==> src/rtl/mux_pkg.sv <==
// Shared types and constants for the 16-way registered select stage.
package mux_pkg;
  localparam int DATA_W = 16;
  typedef logic [3:0]        sel_t;
  typedef logic [DATA_W-1:0] data_t;
endpackage

==> src/rtl/mux16_1_registered_mux4.sv <==
// Purpose: combinational 4:1 word select on a 2-bit code.
// Latency: none, pure combinational.
// Backpressure: none; output follows inputs continuously.
module mux4_1 #(
  parameter int WIDTH = mux_pkg::DATA_W
) (
  input  logic [WIDTH-1:0] d0,
  input  logic [WIDTH-1:0] d1,
  input  logic [WIDTH-1:0] d2,
  input  logic [WIDTH-1:0] d3,
  input  logic [1:0]       sel,
  output logic [WIDTH-1:0] y
);
  always_comb begin
    y = d0;
    case (sel)
      2'd0: y = d0;
      2'd1: y = d1;
      2'd2: y = d2;
      2'd3: y = d3;
    endcase
  end
endmodule

==> src/rtl/mux16_1_registered.sv <==
// Purpose: 16-way word select feeding an output register qualified by in_valid.
// Latency: 1 cycle from sample edge to out/out_valid.
// Backpressure: none; accepts one word per cycle, out holds while in_valid is low.
module mux16_1_registered
  import mux_pkg::*;
#(
  parameter int WIDTH = DATA_W
) (
  input  logic             clk,
  input  logic             rst,
  input  logic [WIDTH-1:0] in0,
  input  logic [WIDTH-1:0] in1,
  input  logic [WIDTH-1:0] in2,
  input  logic [WIDTH-1:0] in3,
  input  logic [WIDTH-1:0] in4,
  input  logic [WIDTH-1:0] in5,
  input  logic [WIDTH-1:0] in6,
  input  logic [WIDTH-1:0] in7,
  input  logic [WIDTH-1:0] in8,
  input  logic [WIDTH-1:0] in9,
  input  logic [WIDTH-1:0] in10,
  input  logic [WIDTH-1:0] in11,
  input  logic [WIDTH-1:0] in12,
  input  logic [WIDTH-1:0] in13,
  input  logic [WIDTH-1:0] in14,
  input  logic [WIDTH-1:0] in15,
  input  sel_t             sel,
  input  logic             in_valid,
  output logic [WIDTH-1:0] out,
  output logic             out_valid
);
  logic [WIDTH-1:0] grp0, grp1, grp2, grp3, sel_word;

  // First rank picks within each group of four on sel[1:0]; second rank picks the group.
  mux4_1 #(.WIDTH(WIDTH)) u_grp0 (.d0(in0),  .d1(in1),  .d2(in2),  .d3(in3),  .sel(sel[1:0]), .y(grp0));
  mux4_1 #(.WIDTH(WIDTH)) u_grp1 (.d0(in4),  .d1(in5),  .d2(in6),  .d3(in7),  .sel(sel[1:0]), .y(grp1));
  mux4_1 #(.WIDTH(WIDTH)) u_grp2 (.d0(in8),  .d1(in9),  .d2(in10), .d3(in11), .sel(sel[1:0]), .y(grp2));
  mux4_1 #(.WIDTH(WIDTH)) u_grp3 (.d0(in12), .d1(in13), .d2(in14), .d3(in15), .sel(sel[1:0]), .y(grp3));
  mux4_1 #(.WIDTH(WIDTH)) u_final (.d0(grp0), .d1(grp1), .d2(grp2), .d3(grp3), .sel(sel[3:2]), .y(sel_word));

  always_ff @(posedge clk) begin
    if (rst) begin
      out       <= '0;
      out_valid <= 1'b0;
    end else begin
      out_valid <= in_valid;
      if (in_valid) out <= sel_word;
    end
  end
endmodule

==> config.mk <==
export PLATFORM = sky130hd
export DESIGN_NAME = mux16_1_registered
export DESIGN_NICKNAME = d
export VERILOG_FILES = /design/src/rtl/mux_pkg.sv /design/src/rtl/mux16_1_registered_mux4.sv /design/src/rtl/mux16_1_registered.sv
export SDC_FILE = /design/constraint.sdc
export NUM_CORES = 1
export LEC_CHECK = 0
export ABC_AREA = 1
export CORE_AREA = 2 2 110 112
export DETAILED_ROUTE_END_ITERATION = 10
export DIE_AREA = 0 0 112 114
export HOLD_SLACK_MARGIN = 0.08
export PLACE_DENSITY = 0.71
export REMOVE_ABC_BUFFERS = 1
export SYNTH_ARGS = -nofsm -noshare
export SYNTH_HDL_FRONTEND = slang
export SYNTH_SLANG_ARGS = --single-unit
==> constraint.sdc <==
create_clock -name clk -period 2.1 [get_ports clk]
set_clock_uncertainty 0.1 [all_clocks]
set_input_delay 0.21 -clock clk [delete_from_list [all_inputs] [get_ports clk]]
set_output_delay 0.21 -clock clk [all_outputs]
set_load 0.005 [all_outputs]
==> metrics.md <==
| Metric | Value |
|---|---|
| Outcome | `complete, no violations` |
| Fmax | `580.7 MHz` |
| Top-count cell post-synth | `nand2_1` |
| Pleak | `2.688 nW` |
| Core Area | `~12000 sq um` |
| Hold-fix buffers, CTS | `0` |
| Worst Hold Class | `reg2reg` |
| Largest net degree at the start of global routing | `37` |
| R2R Path Start | `out[8]` |
| Clock Path Buffers | `2` |
| Initial antenna violation count | `0` |
| Endpoints failing hold | `0` |
| Post_cts resized | `0` |
| Grt ovf | `0` |
| CP Class | `in2reg` |
| Post-synth EDFFs | `0` |
| Worst slew pin tran | `0.5856 ns` |
| Mean area per synthesized cell | `5.046 sq um` |
| Synth Register Bits | `17` |
| Area of the die | `12770 sq um` |
| Setup_tns | `0 ns` |
| DIE HEIGHT | `approximately 110 microns` |
| Worst-path maximum fanout | `23` |
| Final slew viol count | `0` |
| Met3 Use GR | `4.782%` |
| Detail Placement HPWL | `roughly 12000 microns` |
| Sequential share of the synthesized area | `between 10% and 20%` |
| Met1 Usage GRT | `between 20% and 30%` |
| GR Util met2 | `43.39%` |
| Main synth FF type | `dfxtp_1` |
| DP Area | `6000 sq um` |
| Row count | `40` |
| Post-Syn Instances | `605` |
| CP endpoint kind | `register` |
| Iteration-0 DRC Markers | `303` |
| Cell area after layout | `a little over 6000 sq um` |
| Critical path arrival | `1.82 ns` |
| Final period util | `82.00%` |
| Vias/cell | `4.725` |
| Origin of the worst setup path | `sel[0]` |
| Slew HR | `60.92%` |
| CTS tree | `done` |
| First-pass GRT wire length | `24160 microns` |
| GR peak layer | `met2` |
| N_diodes | `0` |
| Net total in the final layout | `1131` |
| GP Congestion | `0.8353` |
| CTS sink cnt | `17` |
| Nature of the critical path startpoint | `input port` |
| Final min period | `about 1.7 ns` |
| # IOs | `280` |
| Worst path required time | `about 2.2 ns` |
| Detailed Routing Iterations Pass 1 | `6` |
| Initial Utilization | `roughly a quarter` |
| Pwr dens | `roughly 310 nW/um^2` |
| Share of layout cells above drive strength 1 | `3.922%` |
| VDD IR max | `~0.23 mV` |
| Post-CTS setup buffers | `0` |
| Tot GR Track Use | `23.73%` |
| Clock buffers created by TritonCTS | `3` |
| Main area contributors after synthesis | `nand2_1, nand3_1, dfxtp_1, a21oi_1, inv_1` |
| RSZ-0062 raised after global routing | `false` |
| Vias in the first global route | `4708` |
| Top cells by count, synth | `nand2_1, nand3_1, inv_1, a21oi_1, o21ai_0` |
| Via count | `4791` |
| Final setup violating endpoints | `0` |
| Port bufs | `279` |
| Fraction of registers with async set/reset | `0%` |
| Max-cap violations | `0` |
| Area of the mapped netlist | `3053 sq um` |
| Distinct cell type count after synthesis | `18` |
| Hold Startpoint | `out[4]` |
| Syn-to-layout area delta | `99.10%` |
| Post-Route WL | `15470 microns` |
| Top-area cell type share of the netlist area | `20.90%` |
| Synth area leader | `nand2_1` |
| Clk_lat worst skew | `0.25 ns` |
| CTS root buffer | `clkbuf_16` |
| Syn. warnings | `0` |
| Drt wl/cell | `15.26 microns` |
| Reg clk slew, reported paths | `0.06 ns` |
| H-Tree Level Count | `1` |
| Fillers | `approximately 1300` |
| Routed Antenna Nets | `0` |
| DR DRC count | `0` |
| Horiz. Die Dim | `112 microns` |
-- area by class of cell --
| class | instances | area [sq um] | area share, % |
|---|---|---|---|
| Clock buffer | 4 | 78.83 | 1.297 |
| Inverter | 71 | 274.0 | 4.508 |
| Multi-Input combinational cell | 472 | 2171 | 35.71 |
| Sequential cell | 17 | 340.3 | 5.599 |
| Tap cell | 147 | 183.9 | 3.026 |
| Timing Repair Buffer | 303 | 3030 | 49.86 |
-- metal layers --
layer / share of wire, % / up-vias
li1: - / 2500
met1: 41 / 2065
met2: 49 / 208
met3: 8.2 / 18
met4: 2.0 / 0
met5: 0 / -
-- state kept, by name (all words and copies together) (netlist names) --
register and count:
out_valid 1, out 16
-- worst max-delay path, cell delays in order --
cell and delay [ns]:
clkdlybuf4s50_1 0.55, buf_4 0.21, nand2_2 0.08, inv_4 0.11
buf_12 0.17, nand2_1 0.07, nand3_1 0.14, nand2_1 0.07
nand3_1 0.08, nor2_1 0.04, nor2_1 0.07
-- per-stage QoR --
stage                     power [W]  worst slack (ns)  hold slack (ns)  std cells  utilization (%)
final                      0.001860            0.3781           0.4111       1014            51.90
after global routing       0.001996            0.1993           0.4410       1014            51.90
after CTS                  0.001876            0.3719           0.4164       1014            51.90
after detailed placement   0.001444            0.1078           0.3993       1010            51.23
after global placement     0.001441            0.1431           0.3909       1010            51.23
after floorplan           0.0007085            0.5605           0.1812        560                -
-- path summary, 6_finish.rpt --
check,endpoint,slack (ns),depth (start not counted)
setup / recovery,out[6],0.38,11
hold / removal,out[4],0.41,2
setup reg to reg,out[8],1.36,2
hold reg to reg,out[4],0.41,2
-- report_power, final --
part	internal, W	switching, W	total (W)
logic	0.000655	0.000420	0.00107
clock network	0.000259	0.000165	0.000424
registers	0.000349	0.0000122	0.000361
total	0.00126	0.000597	0.00186
-- cells in the final DEF (no fill, tap or decap), types with 16 or more instances in the layout --
cell	synthesis	routed
a21oi_1	64	64
buf_4	5	19
clkdlybuf4s50_1	0	278
dfxtp_1	17	17
inv_1	68	68
nand2_1	170	170
nand3_1	122	122
nor2_1	33	33
o21ai_0	46	46
o21ai_1	18	18
o21bai_1	16	16
-- kinds of logic after synthesis --
group	after synthesis	synth area share [%]
AOI/OAI and AO/OA	144	24.92
buffers and inverters	116	17.75
and+or+nand+nor	328	46.19
DFF	17	11.15
Power figures use the tool's default switching activity.
==> variant 1, RTL diff (same settings) <==
Change the package constant `DATA_W` from 16 to 14.
--- a/src/rtl/mux_pkg.sv
+++ b/src/rtl/mux_pkg.sv
@@ -1,6 +1,6 @@
 // Shared types and constants for the 16-way registered select stage.
 package mux_pkg;
-  localparam int DATA_W = 16;
+  localparam int DATA_W = 14;
   typedef logic [3:0]        sel_t;
   typedef logic [DATA_W-1:0] data_t;
 endpackage
Ports: changed (17 resized); port bits go from 280 to 246. No check against the original RTL was run, so the function may have changed too.
==> variant 1 against the unedited design <==
Setup slack got worse by 0.14 ns; routed wire length fell by 14%; combinational power shrank 12%; synthesized area decreased by 11%; sequential power down 12%; fmax fell by 7.6%; sequential cell count fell by 2; design area is 11% lower; total power decreased by 11%; largest cell class unchanged.
==> variant 1: results (changes against the unedited design) <==
| Metric | Value |
|---|---|
| RR Endpoint | out[1] (was out[8]) |
| Setup WS pre-CTS | -0.01411 ns (was 0.1078 ns) |
| DRT Pass-1 Iters | 4 (was 6) |
| GRT Total Usage | 20.01% (was 23.73%) |
| Reg-to-reg startpoint | out[1] (was out[8]) |
| Post-DP HPWL | 10130 um (was 12030 um) |
| Max rail drop VDD | 0.2589 mV (was 0.2311 mV) |
| Share of layout cells above drive strength 1 | 5.526% (was 3.922%) |
| Leakage | 2.376 nW (was 2.688 nW) |
| Rel. slew slack | 50.55% (was 60.92%) |
| R2R setup slack | 1.34 ns (was 1.36 ns) |
| Final non-filler cell total | 907 (was 1014) |
| GP Congestion | 0.8124 (was 0.8353) |
| First-pass GRT wire length | 20610 um (was 24160 um) |
| Fillers | 1235 (was 1256) |
| Worst path max stage delay | 0.58 ns (was 0.55 ns) |
| Biggest regs | out (14), out_valid (1) (was out (16), out_valid (1)) |
| Register area share after synthesis | 11.11% (was 11.15%) |
| Worst Reg-to-Reg Cells | 2 (unchanged) |
| Int Power | 1.147 mW (was 1.263 mW) |
| Hold EP | out[3] (was out[4]) |
| IO buf count | 245 (was 279) |
| CTS Buffer Depth | 2 (unchanged) |
| Synth area leaders | nand2_1 (21%), nand3_1 (19%), dfxtp_1 (11%) (was nand2_1 (21%), nand3_1 (20%), dfxtp_1 (11%)) |
| Initial drt markers | 214 (was 303) |
| Post-Synthesis Cells | 533 (was 605) |
| Final wirelength | 13250 um (was 15470 um) |
| Status | completed (unchanged) |
| CTS clk-pin slew, worst paths | 0.06 ns (about the same) |
| Vias in the first global route | 4093 (was 4708) |
| Largest net degree at the start of global routing | 48 (was 37) |
| Most instantiated cells after synthesis | nand2_1 (152), nand3_1 (105), inv_1 (60), a21oi_1 (56), o21ai_0 (49) (was nand2_1 (170), nand3_1 (122), inv_1 (68), a21oi_1 (64), o21ai_0 (46)) |
| Placed Instances | 903 (was 1010) |
| Via count | 4150 (was 4791) |
| Worst hold slack | 0.4093 ns (was 0.4111 ns) |
| Worst-path fanout max | 25 (was 23) |
| Hold_sp | out[3] (was out[4]) |
| NumNets Final | 992 (was 1131) |
| Worst EP arrival | 1.95 ns (was 1.82 ns) |
| H-Tree Depth | 1 (unchanged) |
[variant 1: cell count changes in the layout (fill, tap and decap cells not counted), moves of 11 or more]
cell	delta
clkdlybuf4s50_1	-34
nand2_1	-18
nand3_1	-17
o21ai_1	-11
o21bai_1	-16
o21bai_2	+14
[variant 1: worst max-delay path by stage]
stage,startpoint,to,slack [ns],cells past startpoint
finish,sel[0],out[1],0.24,11
CTS,sel[0],out[1],0.24,11
global placement,sel[0],out[1],-0.008,11
detailed placement,sel[0],out[1],-0.01,11
floorplan,sel[1],out[0],0.19,6
global route,sel[0],out[1],0.08,11
[variant 1: kinds of logic (layout without fill, tap and decap cells)]
family	Yosys count	count (layout)	share of synthesized area [%]
DFF	15	15	11.11
and+or+nand+nor	288	288	45.21
buffers and inverters	104	331	17.12
AOI/OAI and AO/OA	126	126	26.56
[variant 1: power groups by stage]
stage | clock [mW] | sequential, mW | combinational [mW]
final | 0.399 | 0.319 | 0.945
after global routing | 0.419 | 0.321 | 1.04
after CTS | 0.411 | 0.319 | 0.953
after detailed placement | 0 | 0.325 | 0.949
after global placement | 0 | 0.324 | 0.946
after floorplan | 0 | 0.326 | 0.303
[variant 1: worst reg2reg max path, cell delays in order (launching register included)]
cell and delay, ns:
dfxtp_1 0.33, o21ai_0 0.16, nor2_1 0.06
[variant 1: final cells by class]
type	instances	share of cell area [%]
Inverter	63	4.415
Timing Repair Buffer	264	49.24
Sequential cell	15	5.548
Tap cell	147	3.398
Multi-Input combinational cell	414	35.95
Clock buffer	4	1.456
[variant 1: metal layers]
layer	track usage [%]	vias up	wire (um)
li1	-	2185	-
met3	3.613	12	813
met5	0	-	0
met2	36.28	141	6483
met1	24.98	1812	5792
met4	3.984	0	163
[variant 1: through the flow]
step,setup TNS (ns),cell area [um^2]
after CTS,0,5413
final,0,5413
after global placement,-0.007676,5334
after global routing,0,5413
after floorplan,0,2480
after detailed placement,-0.01411,5334
==> variant 2, RTL diff (same settings) <==
Without the edit above. Register the output `out` once more, without a reset; this adds one clock of latency there. The other outputs are not delayed to match. Comments in the files are not updated.
--- a/src/rtl/mux16_1_registered.sv
+++ b/src/rtl/mux16_1_registered.sv
@@ -29,6 +29,8 @@
   output logic [WIDTH-1:0] out,
   output logic             out_valid
 );
+
+  logic [WIDTH-1:0] out_s0;
   logic [WIDTH-1:0] grp0, grp1, grp2, grp3, sel_word;
 
   // First rank picks within each group of four on sel[1:0]; second rank picks the group.
@@ -40,12 +42,16 @@
 
   always_ff @(posedge clk) begin
     if (rst) begin
-      out       <= '0;
+      out_s0    <= '0;
       out_valid <= 1'b0;
     end else begin
       out_valid <= in_valid;
-      if (in_valid) out <= sel_word;
+      if (in_valid) out_s0 <= sel_word;
     end
   end
+  always_ff @(posedge clk) begin
+    out <= out_s0;
+  end
+
 endmodule
 
Formal check against the unedited RTL: not equivalent (a bounded check fails within 4 cycles, from zero or initial values and one cycle with rst high).
==> variant 2 against the unedited design <==
Synthesized area grew 8.6%; hold slack lost 0.17 ns; critical path type unchanged; sequential cell count grew 16; fmax shrank 9.6%; highest routed layer unchanged; setup slack lost 0.18 ns; routed wire length grew 2.8%; register-to-register slack lost 0.02 ns; design area grew 5.7%; utilization grew 2.9 points; synthesized cell count grew 2.8%; critical endpoint is now out_s0[0]; critical path depth shrank 1; total power grew 33%; sequential power grew 94%.
==> variant 2: results (changes against the unedited design) <==
| Metric | Value |
|---|---|
| Status | completed (unchanged) |
| Vias in the first global route | 4816 (was 4708) |
| Initial drt markers | 267 (was 303) |
| Hold WC Path Type | flip-flop to flip-flop (unchanged) |
| DRT met1 WL | 7028 um (was 6369 um) |
| Post-DP HPWL | 12400 um (was 12030 um) |
| CTS clk-pin slew, worst paths | 0.05 ns |
| Setup WS pre-CTS | -0.08954 ns (was 0.1078 ns) |
| Root buf cell | clkbuf_16 (unchanged) |
| Max stage delay cell, worst path | clkdlybuf4s50_1 (unchanged) |
| First-pass GRT wire length | 24940 um (was 24160 um) |
| Clk_lat worst skew | 0.28 ns (was 0.25 ns) |
| Synth area leaders | dfxtp_1 (20%), nand2_1 (19%), nand3_1 (19%) (was nand2_1 (21%), nand3_1 (20%), dfxtp_1 (11%)) |
| Worst-path fanout max | 32 (was 23) |
| H-Tree Depth | 2 (was 1) |
| Antenna diode count | 0 (unchanged) |
| DRT Pass-1 Iters | 5 (was 6) |
| Area after DPL | 0.006275 mm^2 (was 0.006000 mm^2) |
| Max rail drop VDD | 0.4214 mV (was 0.2311 mV) |
| Area share of the largest cell type after synthesis | 19.92% (was 20.90%) |
| Via count | 4937 (was 4791) |
| GP Congestion | 0.8751 (was 0.8353) |
| Routed wl met3 | 907 um (was 1267 um) |
| DR top layer | met4 (unchanged) |
| Final wirelength | 15900 um (was 15470 um) |
| Leakage | 2.827 nW (was 2.688 nW) |
| Register area share after synthesis | 19.92% (was 11.15%) |
| Initial antenna violation count | 0 (unchanged) |
| Via density per instance | 4.798 (was 4.725) |
| Least-Margin Pin Slew | 0.5731 ns (was 0.5856 ns) |
| NumNets Final | 1144 (was 1131) |
| Share of layout cells above drive strength 1 | 3.741% (was 3.922%) |
| Synth warnings | 0 (unchanged) |
| Biggest regs | out (16), out_s0 (16), out_valid (1) (was out (16), out_valid (1)) |
| Met2 Wirelength | 7664 um (was 7534 um) |
| Syn_area_per_cell | 5.333 um^2 (was 5.046 um^2) |
| CTS Buffer Depth | 2 (unchanged) |
| Most instantiated cells after synthesis | nand2_1 (169), nand3_1 (124), inv_1 (68), a21oi_1 (64), o21ai_0 (56) (was nand2_1 (170), nand3_1 (122), inv_1 (68), a21oi_1 (64), o21ai_0 (46)) |
| Synth async-reset ratio | 0% (unchanged) |
| IO buf count | 279 (unchanged) |
| Number of distinct library cells after synthesis | 17 (was 18) |
| CTS buffer count | 5 (was 3) |
| GRT Total Usage | 24.34% (was 23.73%) |
| Largest net degree at the start of global routing | 62 (was 37) |
variant 2: routing by layer:
layer | track usage (%) | vias to the layer above
met4 | 5.935 | 0
li1 | - | 2545
met1 | 32.10 | 2181
met3 | 4.038 | 22
met5 | 0 | -
met2 | 41.74 | 189
variant 2: cell type report:
type	instances	area, um^2
Timing Repair Buffer	298	3005
Tap cell	147	183.9
Clock buffer	5	125.1
Fill cell	1213	5289
Multi-Input combinational cell	472	2162
Inverter	71	267.8
Clock inverter	3	17.52
Sequential cell	33	660.6
variant 2: repair_timing:
action | 4_1_cts | 5_1_grt
setup endpoints to repair | 0 | 1
setup buffers | 0 | 0
gates resized for setup | 0 | 1
hold endpoints to repair | 0 | 0
variant 2: path summary, 6_finish.rpt:
check	from	cells after the start	end	slack, ns
max	sel[0]	10	out_s0[0]	0.20
min	out_s0[13]	0	out[13]	0.25
max reg2reg	out_s0[6]	2	out_s0[6]	1.34
min reg2reg	out_s0[13]	0	out[13]	0.25
variant 2: critical path, delay by kind of cell:
family	cells	cell delay (ns)
buffers and inverters	4	1.00
and+or+nand+nor	5	0.45
AOI/OAI and AO/OA	1	0.28
variant 2: logic make-up after synthesis:
family / after synthesis / share of synthesized area [%]
AND/OR/NAND/NOR: 328 / 42.02
AO/OA/AOI/OAI: 144 / 22.94
buffers and inverters: 117 / 15.13
flip-flops: 33 / 19.92
variant 2: power by group:
group          switching [mW]  leakage, nW  internal, mW
Sequential             0.0209        0.274         0.678
Combinational           0.418         2.48         0.650
Clock                   0.268       0.0696         0.434
